==> config.mk <==
export PLATFORM = sky130hd
export DESIGN_NAME = sgpr_retire_sequencer_flat
export DESIGN_NICKNAME = d
export VERILOG_FILES = /design/src/rtl/sgpr_retire_sequencer_pkg.sv /design/src/rtl/sgpr_retire_sequencer_if.sv /design/src/rtl/sgpr_retire_sequencer_splitter.sv /design/src/rtl/sgpr_retire_sequencer.sv /design/src/flat_wrapper.sv
export SDC_FILE = /design/constraint.sdc
export NUM_CORES = 1
export LEC_CHECK = 0
export BUFFER_PORTS_ARGS = -buffer_cell sky130_fd_sc_hd__buf_2
export CORE_MARGIN = 2
export CORE_UTILIZATION = 55
export CTS_CLUSTER_DIAMETER = 50
export DETAILED_ROUTE_END_ITERATION = 12
export GPL_TIMING_DRIVEN = 0
export HOLD_SLACK_MARGIN = 0.05
export PLACE_DENSITY_LB_ADDON = 0.12
export SLEW_MARGIN = 0
export SYNTH_ARGS = -nofsm -noshare
export SYNTH_HDL_FRONTEND = slang
export SYNTH_HIERARCHICAL = 1
export SYNTH_SLANG_ARGS = --single-unit
==> constraint.sdc <==
create_clock -name clk -period 2.8 [get_ports clk]
set_clock_uncertainty 0.15 [all_clocks]
set_input_delay 0.14 -clock clk [delete_from_list [all_inputs] [get_ports clk]]
set_output_delay 0.14 -clock clk [all_outputs]
set_load 0.01 [all_outputs]
==> src/rtl/sgpr_retire_sequencer_pkg.sv <==
// Shared types and constants for the SGPR retire broadcast path.
// Optional build macro SGPR_RETIRE_PERF_EN is consumed by the top level.
package sgpr_retire_sequencer_pkg;

  localparam int unsigned SGPR_ADDR_W    = 9;
  localparam int unsigned WFID_W         = 6;
  localparam int unsigned RETIRE_MASK_W  = 4;
  localparam int unsigned MAX_LSU_DWORDS = 16;
  localparam int unsigned CNT_W          = $clog2(MAX_LSU_DWORDS) + 1;
  localparam int unsigned PERF_CNT_W     = 16;

  typedef enum logic [0:0] {
    SGPR_RETIRE_IDLE  = 1'b0,
    SGPR_RETIRE_SPLIT = 1'b1
  } retire_state_e;

  typedef struct packed {
    logic [WFID_W-1:0]        wfid;
    logic [SGPR_ADDR_W-1:0]   addr;
    logic [RETIRE_MASK_W-1:0] mask;
  } retire_beat_t;

  // Dword mask for the chunk starting at the current base with 'remaining' dwords left.
  function automatic logic [RETIRE_MASK_W-1:0] chunk_mask(input logic [CNT_W-1:0] remaining);
    if (remaining >= CNT_W'(RETIRE_MASK_W)) begin
      return '1;
    end
    return RETIRE_MASK_W'((32'd1 << remaining) - 32'd1);
  endfunction

endpackage

==> src/rtl/sgpr_retire_sequencer_if.sv <==
// SALU/LSU retire inputs and the merged retire beat stream.
// master drives the retire events; slave is the sequencer.
interface sgpr_retire_sequencer_if;
  import sgpr_retire_sequencer_pkg::*;

  logic                     salu_retire_valid;
  logic [WFID_W-1:0]        salu_retire_wfid;
  logic [SGPR_ADDR_W-1:0]   salu_retire_addr;
  logic [1:0]               salu_retire_mask;

  logic                     lsu_retire_valid;
  logic                     lsu_retire_ready;
  logic [WFID_W-1:0]        lsu_retire_wfid;
  logic [SGPR_ADDR_W-1:0]   lsu_retire_addr;
  logic [CNT_W-1:0]         lsu_retire_count;

  logic                     retire_valid;
  logic [WFID_W-1:0]        retire_wfid;
  logic [SGPR_ADDR_W-1:0]   retire_addr;
  logic [RETIRE_MASK_W-1:0] retire_mask;

  modport master (
    output salu_retire_valid, salu_retire_wfid, salu_retire_addr, salu_retire_mask,
    output lsu_retire_valid, lsu_retire_wfid, lsu_retire_addr, lsu_retire_count,
    input  lsu_retire_ready,
    input  retire_valid, retire_wfid, retire_addr, retire_mask
  );

  modport slave (
    input  salu_retire_valid, salu_retire_wfid, salu_retire_addr, salu_retire_mask,
    input  lsu_retire_valid, lsu_retire_wfid, lsu_retire_addr, lsu_retire_count,
    output lsu_retire_ready,
    output retire_valid, retire_wfid, retire_addr, retire_mask
  );

endinterface

==> src/rtl/sgpr_retire_sequencer_splitter.sv <==
// LSU scalar-load splitter: accepts one load at a time and walks it out as
// 4-dword chunks; a SALU event in the same cycle stalls the walk.
module sgpr_retire_splitter
  import sgpr_retire_sequencer_pkg::*;
(
  input  logic                   clk,
  input  logic                   rst,
  input  logic                   lsu_valid,
  input  logic [WFID_W-1:0]      lsu_wfid,
  input  logic [SGPR_ADDR_W-1:0] lsu_addr,
  input  logic [CNT_W-1:0]       lsu_count,
  input  logic                   salu_stall,
  output logic                   lsu_ready_c,
  output logic                   beat_valid_c,
  output retire_beat_t           beat_c
);

  retire_state_e          state_q, state_d;
  logic [WFID_W-1:0]      wfid_q, wfid_d;
  logic [SGPR_ADDR_W-1:0] addr_q, addr_d;
  logic [CNT_W-1:0]       rem_q, rem_d;

  // State and chunk registers
  always_ff @(posedge clk or posedge rst) begin
    if (rst) begin
      state_q <= SGPR_RETIRE_IDLE;
      wfid_q  <= '0;
      addr_q  <= '0;
      rem_q   <= '0;
    end else begin
      state_q <= state_d;
      wfid_q  <= wfid_d;
      addr_q  <= addr_d;
      rem_q   <= rem_d;
    end
  end

  // Next state, chunk advance and the candidate LSU beat
  always_comb begin
    state_d      = state_q;
    wfid_d       = wfid_q;
    addr_d       = addr_q;
    rem_d        = rem_q;
    lsu_ready_c  = (state_q == SGPR_RETIRE_IDLE);
    beat_valid_c = 1'b0;
    beat_c.wfid  = wfid_q;
    beat_c.addr  = addr_q;
    beat_c.mask  = chunk_mask(rem_q);

    unique case (state_q)
      SGPR_RETIRE_IDLE: begin
        // A zero-count request completes the handshake without leaving IDLE.
        if (lsu_valid && (lsu_count != '0)) begin
          state_d = SGPR_RETIRE_SPLIT;
          wfid_d  = lsu_wfid;
          addr_d  = lsu_addr;
          rem_d   = lsu_count;
        end
      end
      SGPR_RETIRE_SPLIT: begin
        if (!salu_stall) begin
          beat_valid_c = 1'b1;
          addr_d       = addr_q + SGPR_ADDR_W'(RETIRE_MASK_W);
          if (rem_q <= CNT_W'(RETIRE_MASK_W)) begin
            state_d = SGPR_RETIRE_IDLE;
            rem_d   = '0;
          end else begin
            rem_d   = rem_q - CNT_W'(RETIRE_MASK_W);
          end
        end
      end
      default: state_d = SGPR_RETIRE_IDLE;
    endcase
  end

endmodule

==> src/rtl/sgpr_retire_sequencer.sv <==
// Merges SALU and LSU SGPR write completions into one registered retire stream.
// Define SGPR_RETIRE_PERF_EN to add perf_lsu_stall_cnt (SALU pre-emption cycles).
module sgpr_retire_sequencer
  import sgpr_retire_sequencer_pkg::*;
(
  input  logic                  clk,
  input  logic                  rst,
`ifdef SGPR_RETIRE_PERF_EN
  output logic [PERF_CNT_W-1:0] perf_lsu_stall_cnt,
`endif
  sgpr_retire_sequencer_if.slave bus
);

  logic         lsu_ready_c;
  logic         lsu_beat_valid_c;
  retire_beat_t lsu_beat_c;
  retire_beat_t salu_beat_c;
  logic         retire_valid_q;
  retire_beat_t retire_q;

  sgpr_retire_splitter u_splitter (
    .clk          (clk),
    .rst          (rst),
    .lsu_valid    (bus.lsu_retire_valid),
    .lsu_wfid     (bus.lsu_retire_wfid),
    .lsu_addr     (bus.lsu_retire_addr),
    .lsu_count    (bus.lsu_retire_count),
    .salu_stall   (bus.salu_retire_valid),
    .lsu_ready_c  (lsu_ready_c),
    .beat_valid_c (lsu_beat_valid_c),
    .beat_c       (lsu_beat_c)
  );

  assign salu_beat_c.wfid = bus.salu_retire_wfid;
  assign salu_beat_c.addr = bus.salu_retire_addr;
  assign salu_beat_c.mask = {2'b00, bus.salu_retire_mask};

  // Output register; SALU always takes the slot
  always_ff @(posedge clk or posedge rst) begin
    if (rst) begin
      retire_valid_q <= 1'b0;
      retire_q       <= '0;
    end else if (bus.salu_retire_valid) begin
      retire_valid_q <= 1'b1;
      retire_q       <= salu_beat_c;
    end else if (lsu_beat_valid_c) begin
      retire_valid_q <= 1'b1;
      retire_q       <= lsu_beat_c;
    end else begin
      retire_valid_q <= 1'b0;
    end
  end

  assign bus.lsu_retire_ready = lsu_ready_c;
  assign bus.retire_valid     = retire_valid_q;
  assign bus.retire_wfid      = retire_q.wfid;
  assign bus.retire_addr      = retire_q.addr;
  assign bus.retire_mask      = retire_q.mask;

`ifdef SGPR_RETIRE_PERF_EN
  // Saturating count of SPLIT cycles lost to SALU priority
  always_ff @(posedge clk or posedge rst) begin
    if (rst) begin
      perf_lsu_stall_cnt <= '0;
    end else if (bus.salu_retire_valid && !lsu_ready_c && (perf_lsu_stall_cnt != '1)) begin
      perf_lsu_stall_cnt <= perf_lsu_stall_cnt + PERF_CNT_W'(1);
    end
  end
`endif

endmodule

==> src/flat_wrapper.sv <==
// flat-port wrapper written by rule: the top's interface ports become plain ports
module sgpr_retire_sequencer_flat import sgpr_retire_sequencer_pkg::*;
  (clk, rst, bus_salu_retire_valid, bus_salu_retire_wfid, bus_salu_retire_addr, bus_salu_retire_mask, bus_lsu_retire_valid, bus_lsu_retire_wfid, bus_lsu_retire_addr, bus_lsu_retire_count, bus_lsu_retire_ready, bus_retire_valid, bus_retire_wfid, bus_retire_addr, bus_retire_mask);
  sgpr_retire_sequencer_if bus_i ();
  input  logic clk;
  input  logic rst;
  input wire logic [$bits(bus_i.salu_retire_valid)-1:0] bus_salu_retire_valid;
  input wire logic [$bits(bus_i.salu_retire_wfid)-1:0] bus_salu_retire_wfid;
  input wire logic [$bits(bus_i.salu_retire_addr)-1:0] bus_salu_retire_addr;
  input wire logic [$bits(bus_i.salu_retire_mask)-1:0] bus_salu_retire_mask;
  input wire logic [$bits(bus_i.lsu_retire_valid)-1:0] bus_lsu_retire_valid;
  input wire logic [$bits(bus_i.lsu_retire_wfid)-1:0] bus_lsu_retire_wfid;
  input wire logic [$bits(bus_i.lsu_retire_addr)-1:0] bus_lsu_retire_addr;
  input wire logic [$bits(bus_i.lsu_retire_count)-1:0] bus_lsu_retire_count;
  output wire logic [$bits(bus_i.lsu_retire_ready)-1:0] bus_lsu_retire_ready;
  output wire logic [$bits(bus_i.retire_valid)-1:0] bus_retire_valid;
  output wire logic [$bits(bus_i.retire_wfid)-1:0] bus_retire_wfid;
  output wire logic [$bits(bus_i.retire_addr)-1:0] bus_retire_addr;
  output wire logic [$bits(bus_i.retire_mask)-1:0] bus_retire_mask;
  assign bus_i.salu_retire_valid = bus_salu_retire_valid;
  assign bus_i.salu_retire_wfid = bus_salu_retire_wfid;
  assign bus_i.salu_retire_addr = bus_salu_retire_addr;
  assign bus_i.salu_retire_mask = bus_salu_retire_mask;
  assign bus_i.lsu_retire_valid = bus_lsu_retire_valid;
  assign bus_i.lsu_retire_wfid = bus_lsu_retire_wfid;
  assign bus_i.lsu_retire_addr = bus_lsu_retire_addr;
  assign bus_i.lsu_retire_count = bus_lsu_retire_count;
  assign bus_lsu_retire_ready = bus_i.lsu_retire_ready;
  assign bus_retire_valid = bus_i.retire_valid;
  assign bus_retire_wfid = bus_i.retire_wfid;
  assign bus_retire_addr = bus_i.retire_addr;
  assign bus_retire_mask = bus_i.retire_mask;
  sgpr_retire_sequencer u_core (.clk(clk), .rst(rst), .bus(bus_i));
endmodule
* Yosys cells after proc, flatten, opt, wreduce, memory -nomap -nowiden
Cells that the tools add are included.
** Cells by class
- Bitwise logic cells :: 1
- $lt $le $gt $ge :: 2
- Reductions and logical operators :: 5
- Multiplexer cells :: 20
- Divide/modulo/power cells :: 0
- Shift-type cells :: 1
- $add $sub $neg :: 3
- Eq/ne operators :: 2
- $mul :: 0
** Operators by type and width (count)
- two-way mux 19 bit :: 2
- two-way mux 9 bit :: 2
- case mux 9 bit (2 select lines) :: 1
- two-way mux 5 bit :: 3
- case mux 5 bit (2 select lines) :: 1
- adder 9 x 3 -> 9 bit (second input constant) :: 1
- two-way mux 1 bit :: 8
- two-way mux 4 bit :: 2
- greater-or-equal comparator 5 x 3 -> 1 bit (second input constant) :: 1
- <= comparator 5 x 3 -> 1 bit (second input constant) :: 1
- nonzero test 5 bit :: 1
- left shift 1 x 5 -> 4 bit (first input constant) :: 1
- subtractor 5 x 3 -> 5 bit (second input constant) :: 1
- AND reduction 2 bit :: 2
- subtractor 4 x 1 -> 4 bit (second input constant) :: 1
- inequality test 2 x 1 -> 1 bit (second input constant) :: 1
- inequality test 2 bit (second input constant) :: 1
- case mux 1 bit (2 select lines) :: 1
- nonzero test 2 bit :: 1
- logical AND 1 bit :: 1
- inverter 1 bit :: 1
** Storage, ports and cells
- Bits of input ports :: 41
- Bits in writable memories :: 0
- Bits in latches :: 0
- Output and inout bits :: 21
- ROM bits :: 0
- Word-level logic and storage cells :: 42
- Bits in registers :: 41
- Memories kept :: 0

* Logic depth before layout (Yosys ltp)
Gate-level depths: netlist of run 1.
- Depth in word-level cells :: 5
- Mapped depth :: 8
- Gate-level depth less buffers :: 8

* Modules after synthesis
Netlist of run 1, hierarchy kept.
** By module, submodules not included
- sgpr_retire_splitter :: area each 1162.4 µm², sequential area each 525.5 µm², instances 1, cells each 129
- sgpr_retire_sequencer :: area each 899.6 µm², sequential area each 500.5 µm², instances 1, cells each 83

* Least setup slack after synthesis of run 1
Ideal clock, no wire load.
- Path kind :: flip-flop to flip-flop
- Start point :: register u_core.u_splitter.rem_q[3]
- End point :: register u_core.u_splitter.rem_q[2]
- Setup slack :: 1.020 ns
- Cell stages (with the launch flop) :: 7
- Clock period less this slack :: 1.780 ns
- Arrival time :: 1.506 ns
- Setup time :: 0.125 ns
- Required time :: 2.525 ns
- Path buffers :: 0
- Cells stage by stage :: dfrtp_1 > inv_1 > ha_1 > inv_1 > o41ai_1 > o31ai_1 > mux2_2
** On the way
- Longest elaborated chain between the ends :: 4
** Ends and longest elaborated chain
- start, declared :: RTL line sgpr_retire_sequencer_splitter.sv:21 : logic [CNT_W-1:0] rem_q, rem_d;
- start signal, assigned :: RTL line sgpr_retire_sequencer_splitter.sv:34 : rem_q <= rem_d;
- <= comparator 5 x 3 -> 1 bit :: RTL line sgpr_retire_sequencer_splitter.sv:64 : if (rem_q <= CNT_W'(RETIRE_MASK_W)) begin
- two-way mux 5 bit :: RTL line sgpr_retire_sequencer_splitter.sv:64
- two-way mux 5 bit :: RTL line sgpr_retire_sequencer_splitter.sv:61 : if (!salu_stall) begin
- case mux 5 bit (2 select lines) :: RTL line sgpr_retire_sequencer_splitter.sv:50 : unique case (state_q)
No other way between the ends. The select of a mux whose other input is x is not followed.
A chain may end at the register's enable or synchronous reset.

* Worst setup path after layout of run 1
- Start point :: input port bus_lsu_retire_count[1]
- End point :: register u_core.u_splitter.addr_q[5]
** On the way
- Longest elaborated chain between the ends :: 4
** Ends and longest elaborated chain
- start, declared :: RTL line flat_wrapper.sv:14 : input wire logic [$bits(bus_i.lsu_retire_count)-1:0] bus_lsu_retire_count;
- nonzero test 5 bit :: RTL line sgpr_retire_sequencer_splitter.sv:53 : if (lsu_valid && (lsu_count != '0)) begin
- logical AND 1 bit :: RTL line sgpr_retire_sequencer_splitter.sv:53
- inequality test 2 x 1 -> 1 bit (no line)
- AND reduction 2 bit (no line)
- end signal, assigned :: RTL line sgpr_retire_sequencer_splitter.sv:33 : addr_q <= addr_d;
- end, declared :: RTL line sgpr_retire_sequencer_splitter.sv:20 : logic [SGPR_ADDR_W-1:0] addr_q, addr_d;
No other way between the ends.

==> impl_metrics.ini, run 1 <==
[critical_path]
crit_top_cell = nand3_1
crit_path_top_delay_cell = dlygate4sd3_1
crit_path_end_kind = flop
start_kind = input port
path_max_fanout = 10
reg2reg_depth = 6
cpPeakStageDelay_ns = 0.53
path_buf_inv = 3
critPathKind = input port to flop
cp_data_required_time_ns = 2.89
timing.rr.end = u_core/u_splitter/rem_q[1]
crit_family = buffers and inverters
rrSetupSlack_ns = 0.74
crit_arrival_ns = 2.20
cp_cell_sequence = dlygate4sd3_1 -> buf_2 -> or4_4 -> o21ai_1 -> buf_4 -> nand3_1 -> nand3_1
r2r_start = u_core/u_splitter/rem_q[3]

[placement]
portBuffers = 61
dp_hpwl_mm = 3.41
place_ws_ns = 0.754
gp_congestion = 0.848

[min_path]
hold_depth = 4
worst_hold_path.endpoint = u_core/u_splitter/rem_q[2]
hold_start = bus_lsu_retire_count[2]
hold_path.class = input port to flop

[final_layout]
mostFrequentLayoutCells = buf_2, nand2_1, dfrtp_1, dlygate4sd3_1, mux2i_1
drive_above_1_share = 0.256
nets = 360
antenna_cells = 0
areaGrowthSynthToFinish_pct = 38.7
mostFrequentLayoutCell = buf_2

[synthesis]
synth_edf_count = 0
ys_top_cells_by_area = dfrtp_1, mux2i_1, nand2_1
avgSynthCellArea_um2 = 9.73
yosysUniqueCellTypes = 41
ys_warn_count = 6
ys_ff_latch = 41
synthFlopType = dfrtp_1
synth-seq-area-share = 0.498
synthCells = 212
synth_area_leader_cell = dfrtp_1
synthesis.nets = 257
async_flop_share = 1.00
synth_top_area_frac = 0.498
syn_area_mm2 = 0.00206

[clocking]
clock_latency_ns = 0.30
h-tree-depth = 2
clock_path_buffers = 2
numCtsBuffers = 5
post_cts_buffers = 0
cts_tree = done
path_clk_slew_ns = 0.08
clock-sinks = 41
clockRootBuffer = clkbuf_8
cts.repair.resized = 0
hold_buffers = 35

[detailed_routing]
first_pass_iters = 4
num_vias = 1939
drt-vias-per-instance = 5.33
routedWlPerCell_um = 14.6
drt_iter0_drc = 163
detail-route-antenna-nets = 0
drt-total-wl_mm = 5.32
drc = 0

[floorplan]
die_x_um = 65.2
core_area_mm2 = 0.00363
start_util = 0.567
row_count = 22
dieArea_mm2 = 0.00425
die_height_um = 65.2
io_pins = 62

[timing]
hold_viol = 0
clock.fmax_mhz = 473
fin_crit_ns = 2.11
fin_crit_sh = 0.755
grt_setup_unrepaired = false
setup_tns_ns = 0
finalSetupViolCount = 0
slew_violations = 0
worstMarginPinSlew_ns = 0.840
slew-limit-headroom = 0.439
layout_setup_ws_ns = 0.685

[pwr]
switching_share = 0.387
power.density_mw_per_mm2 = 834
clkPwrFrac = 0.158
switchingPower_mw = 0.923
leakage_nw = 1.42
p_seq_frac = 0.407
p_int_mw = 1.46
combPwrFrac = 0.435
ir_worst_vdd_mv = 0.427

[global_routing]
grt_pass1_vias = 1961
grt_max_degree = 22
grt_first_pass_wirelength_mm = 8.82
antenna_found_initial = 0
grt_overflow_total = 0
grt_usage = 0.276

[run]
maxCapViolCount = 0

[status]
status = finished, final reports clean
power by group through the flow:
stage                     clock network [mW]  registers, mW  logic (mW)
final                                  0.376          0.972        1.04
after global routing                   0.414           1.01        1.16
after CTS                              0.386          0.970        1.03
after detailed placement                   0          0.980       0.991
after global placement                     0          0.975       0.971
after floorplan                            0          0.972       0.711
synthesized netlist by cell type (2+ instances only):
| library cell | count |
|---|---|
| nand2_1 | 49 |
| dfrtp_1 | 41 |
| mux2i_1 | 21 |
| o21ai_1 | 18 |
| nand3_1 | 9 |
| inv_1 | 8 |
| nor2_1 | 8 |
| buf_2 | 5 |
| a31oi_1 | 4 |
| ha_1 | 4 |
| a2bb2oi_1 | 3 |
| and3_1 | 3 |
| clkbuf_1 | 3 |
| nor2b_1 | 3 |
| a21oi_1 | 2 |
| a22o_1 | 2 |
| buf_6 | 2 |
| nand4b_1 | 2 |
| o21ai_0 | 2 |
| o22a_1 | 2 |
layout make-up:
| class | count | area, um^2 |
|---|---|---|
| buffer | 11 | 66.3 |
| clock buffer | 6 | 72.6 |
| clock inverter | 2 | 10.0 |
| fill | 252 | 773 |
| inverter | 8 | 30.0 |
| multi-input combinational | 152 | 940 |
| sequential | 41 | 1030 |
| tap | 48 | 60.1 |
| timing repair buffer | 96 | 656 |
tightest hold or removal path, stage by stage:
cell,delay [ns]
buf_2,0.09
nand2_1,0.06
o31ai_1,0.07
mux2_2,0.14
per-stage QoR:
| step | util | hold WS [ns] | std cells | instance area, um^2 | power, mW |
|---|---|---|---|---|---|
| 4_1_cts | 0.787 | 0.0600 | 364 | 2860 | 2.39 |
| 3_5_place_dp | 0.668 | 0.169 | 321 | 2430 | 1.97 |
| 2_1_floorplan | - | -0.0462 | 212 | 2060 | 1.68 |
| 3_3_place_gp | 0.668 | 0.161 | 321 | 2430 | 1.95 |
| 5_1_grt | 0.787 | 0.0911 | 364 | 2860 | 2.58 |
| 6_report | 0.787 | 0.0894 | 364 | 2860 | 2.39 |
worst max path at each step:
stage,startpoint,to,slack (ns),cells past startpoint
final,bus_lsu_retire_count[1],u_core/u_splitter/addr_q[5],0.69,7
after global routing,u_core/u_splitter/rem_q[3],u_core/u_splitter/rem_q[1],0.51,6
after CTS,bus_lsu_retire_count[1],u_core/u_splitter/rem_q[2],0.71,6
after detailed placement,u_core/u_splitter/rem_q[3],u_core/u_splitter/rem_q[0],0.75,6
after global placement,u_core/u_splitter/rem_q[3],u_core/u_splitter/rem_q[0],0.76,6
after floorplan,u_core/u_splitter/rem_q[3],u_core/u_splitter/rem_q[2],1.02,6
routing by layer:
layer  part of all wire  up-vias  GRT usage
met5                  0        -          0
met4              0.017        0      0.104
met3              0.063       11     0.0582
met2               0.49       73      0.462
met1               0.43      908      0.352
li1                   -      947          -
logic make-up (layout without fill, tap and decap cells):
logic type	after synthesis	after routing	synth area share
compound gates	42	42	0.135
buf+inv	19	123	0.0467
mux	22	22	0.107
flops	41	41	0.498
xor+xnor	1	1	0.00425
fa+ha+maj	4	4	0.0243
simple gates	83	83	0.184
state kept, by name, indices dropped and copies added (netlist names):
| signal | cells |
|---|---|
| u_core/bus.retire_addr | 9 |
| u_core/bus.retire_mask | 4 |
| u_core/bus.retire_valid | 1 |
| u_core/bus.retire_wfid | 6 |
| u_core/u_splitter/addr_q | 9 |
| u_core/u_splitter/rem_q | 5 |
| u_core/u_splitter/state_q | 1 |
| u_core/u_splitter/wfid_q | 6 |
Power figures use the tool's default switching activity.
==> inputs of run 2 (changes only) <==
--- a/config.mk
+++ b/config.mk
@@ -5,9 +5,10 @@
 export SDC_FILE = /design/constraint.sdc
 export NUM_CORES = 1
 export LEC_CHECK = 0
+export ABC_AREA = 1
 export BUFFER_PORTS_ARGS = -buffer_cell sky130_fd_sc_hd__buf_2
 export CORE_MARGIN = 2
-export CORE_UTILIZATION = 55
+export CORE_UTILIZATION = 53
 export CTS_CLUSTER_DIAMETER = 50
 export DETAILED_ROUTE_END_ITERATION = 12
 export GPL_TIMING_DRIVEN = 0
==> constraint.sdc (replaced) <==
create_clock -name clk -period 2.17 [get_ports clk]
set_clock_uncertainty 0.15 [all_clocks]
set_input_delay 0.1085 -clock clk [delete_from_list [all_inputs] [get_ports clk]]
set_output_delay 0.1085 -clock clk [all_outputs]
set_load 0.01 [all_outputs]
==> impl_metrics.ini, run 2 <==
[status]
status = finished, final reports clean

[final_layout]
drive_above_1_share = 0.265
areaGrowthSynthToFinish_pct = 36.9
mostFrequentLayoutCells = nand2_1, buf_2, dfrtp_1, dlygate4sd3_1, inv_1
mostFrequentLayoutCell = nand2_1
multi_input_area_mm2 = 0.00109
register_area_mm2 = 0.00103
n_fill_cell = 339
nets = 466
antenna_cells = 0

[floorplan]
io_pins = 62
row_count = 24
start_util = 0.546
dieArea_mm2 = 0.00501
die_x_um = 70.8
die_height_um = 70.8
core_area_mm2 = 0.00432

[clocking]
numCtsBuffers = 5
path_clk_slew_ns = 0.08
cts.repair.resized = 0
clockRootBuffer = clkbuf_8
clock_latency_ns = 0.29
clock-sinks = 41
cts_tree = done
h-tree-depth = 2
clock_path_buffers = 2

[synthesis]
synth_top_area_frac = 0.434
syn_area_mm2 = 0.00236
synth.most_common_cell = nand2_1
synth_commonest_cells = nand2_1, dfrtp_1, inv_1
ys_warn_count = 6
synth_area_leader_cell = dfrtp_1
synthCells = 313
synth-seq-area-share = 0.434
ys_top_cells_by_area = dfrtp_1, nand2_1, nand3_1
synthFlopType = dfrtp_1
synthesis.nets = 358
ys_ff_latch = 41
synth_edf_count = 0
async_flop_share = 1.00
avgSynthCellArea_um2 = 7.55
yosysUniqueCellTypes = 25

[timing]
hold_viol = 0
finalSetupViolCount = 0
slew-limit-headroom = 0.447
grt_setup_unrepaired = false
fin_crit_ns = 1.67
worstMarginPinSlew_ns = 0.828
slew_violations = 0
whs_ns = 0.325
clock.fmax_mhz = 599
setup_tns_ns = 0
fin_crit_sh = 0.769

[pwr]
p_int_mw = 2.02
leakage_nw = 1.84
switching_share = 0.413
clkPwrFrac = 0.158
power.density_mw_per_mm2 = 1060
ir_worst_vdd_mv = 0.625
p_seq_frac = 0.377
combPwrFrac = 0.465
switchingPower_mw = 1.42

[detailed_routing]
detail-route-antenna-nets = 0
first_pass_iters = 4
num_vias = 2303
drt-vias-per-instance = 4.86
drt_iter0_drc = 95
routedWlPerCell_um = 12.2
drc = 0
drt-total-wl_mm = 5.80

[critical_path]
crit_top_cell = nand2_1
path_max_fanout = 5
cp_cell_sequence = inv_1 -> nand3_1 -> inv_1 -> nand2_1 -> ha_1 -> xor2_1 -> nand2_1 -> nand3_1 -> nand2_1
cpPeakStageDelay_ns = 0.40
start_kind = flop
critPathKind = flop to flop
crit_arrival_ns = 1.71
crit_path_end_kind = flop
crit_family = simple AND/OR/NAND/NOR gates
path_buf_inv = 2
crit_path_top_delay_cell = dfrtp_1
cp_data_required_time_ns = 2.21

[global_routing]
antenna_found_initial = 0
grt_overflow_total = 0
grt_first_pass_wirelength_mm = 9.83
grt_max_degree = 22
grt_pass1_vias = 2248
grt_usage = 0.248

[min_path]
hold_path.class = flop to flop

[placement]
dp_hpwl_mm = 3.80
portBuffers = 61
gp_congestion = 0.854

[run]
maxCapViolCount = 0
[run 2: cell types whose count changed after synthesis, moves of 4 or more]
| cell | before | now |
|---|---|---|
| a31oi_1 | 4 | 0 |
| nor2_1 | 8 | 4 |
| nand2_1 | 49 | 166 |
| inv_1 | 8 | 25 |
| o21ai_2 | 0 | 11 |
| nand3_2 | 0 | 4 |
| mux2i_1 | 21 | 0 |
| inv_2 | 0 | 7 |
| o21ai_1 | 18 | 0 |
| nand3_1 | 9 | 21 |
[run 2: final timing paths]
check                                                 from  slack, ns                          end  depth (start not counted)
worst max-delay path            u_core/u_splitter/rem_q[2]       0.50    u_core/bus.retire_mask[2]                          9
worst min-delay path             u_core/bus.retire_addr[2]       0.33    u_core/bus.retire_addr[2]                          2
worst max register to register  u_core/u_splitter/rem_q[2]       0.50    u_core/bus.retire_mask[2]                          9
worst min register to register   u_core/bus.retire_addr[2]       0.33    u_core/bus.retire_addr[2]                          2
max in group asynchronous                              rst       0.95  u_core/u_splitter/addr_q[2]                          3
min in group asynchronous                              rst       0.37    u_core/bus.retire_mask[2]                          3
[run 2: repair_timing]
action / CTS / global route
buffers inserted: 0 / 0
hold buffers: 40 / 0
hold endpoints to repair: 81 / 0
setup endpoints to repair: 0 / 0
[run 2: cells by family after synthesis]
logic type / share of synthesized area
compound gates: 0.0493
xor+xnor: 0.00371
fa+ha+maj: 0.0212
buf+inv: 0.103
flops: 0.434
simple gates: 0.389
[run 2: metrics by stage]
step / area [um^2] / total power, mW / instances / util / setup slack [ns]
finish: 3230 / 3.44 / 474 / 0.748 / 0.502
global placement: 2730 / 2.79 / 426 / 0.632 / 0.507
global route: 3230 / 3.74 / 474 / 0.748 / 0.364
detailed placement: 2730 / 2.84 / 426 / 0.632 / 0.498
floorplan: 2360 / 2.42 / 313 / - / 0.627
CTS: 3230 / 3.45 / 474 / 0.748 / 0.498
[run 2: layout make-up]
class,instances,share of cell area
multi-input combinational,229,0.338
sequential,41,0.317
timing repair buffer,101,0.218
buffer,11,0.0379
inverter,32,0.0371
clock buffer,7,0.0298
tap,52,0.0201
clock inverter,1,0.00155
[run 2: power groups by stage]
| stage | Sequential [mW] | Clock, mW | Combinational (mW) |
|---|---|---|---|
| global route | 1.34 | 0.587 | 1.82 |
| global placement | 1.30 | 0 | 1.49 |
| CTS | 1.30 | 0.557 | 1.60 |
| floorplan | 1.31 | 0 | 1.11 |
| detailed placement | 1.31 | 0 | 1.53 |
| finish | 1.30 | 0.544 | 1.60 |
[run 2: per-layer routing]
layer / track usage / share of wire
met5: 0 / 0
met2: 0.405 / 0.48
met4: 0.111 / 0.026
met3: 0.0513 / 0.042
met1: 0.318 / 0.45
[run 2: tightest hold or removal path: cells and delay by family (launching register included)]
| kind | cells | cell delay (ns) |
|---|---|---|
| simple gates | 2 | 0.10 |
| flops | 1 | 0.34 |
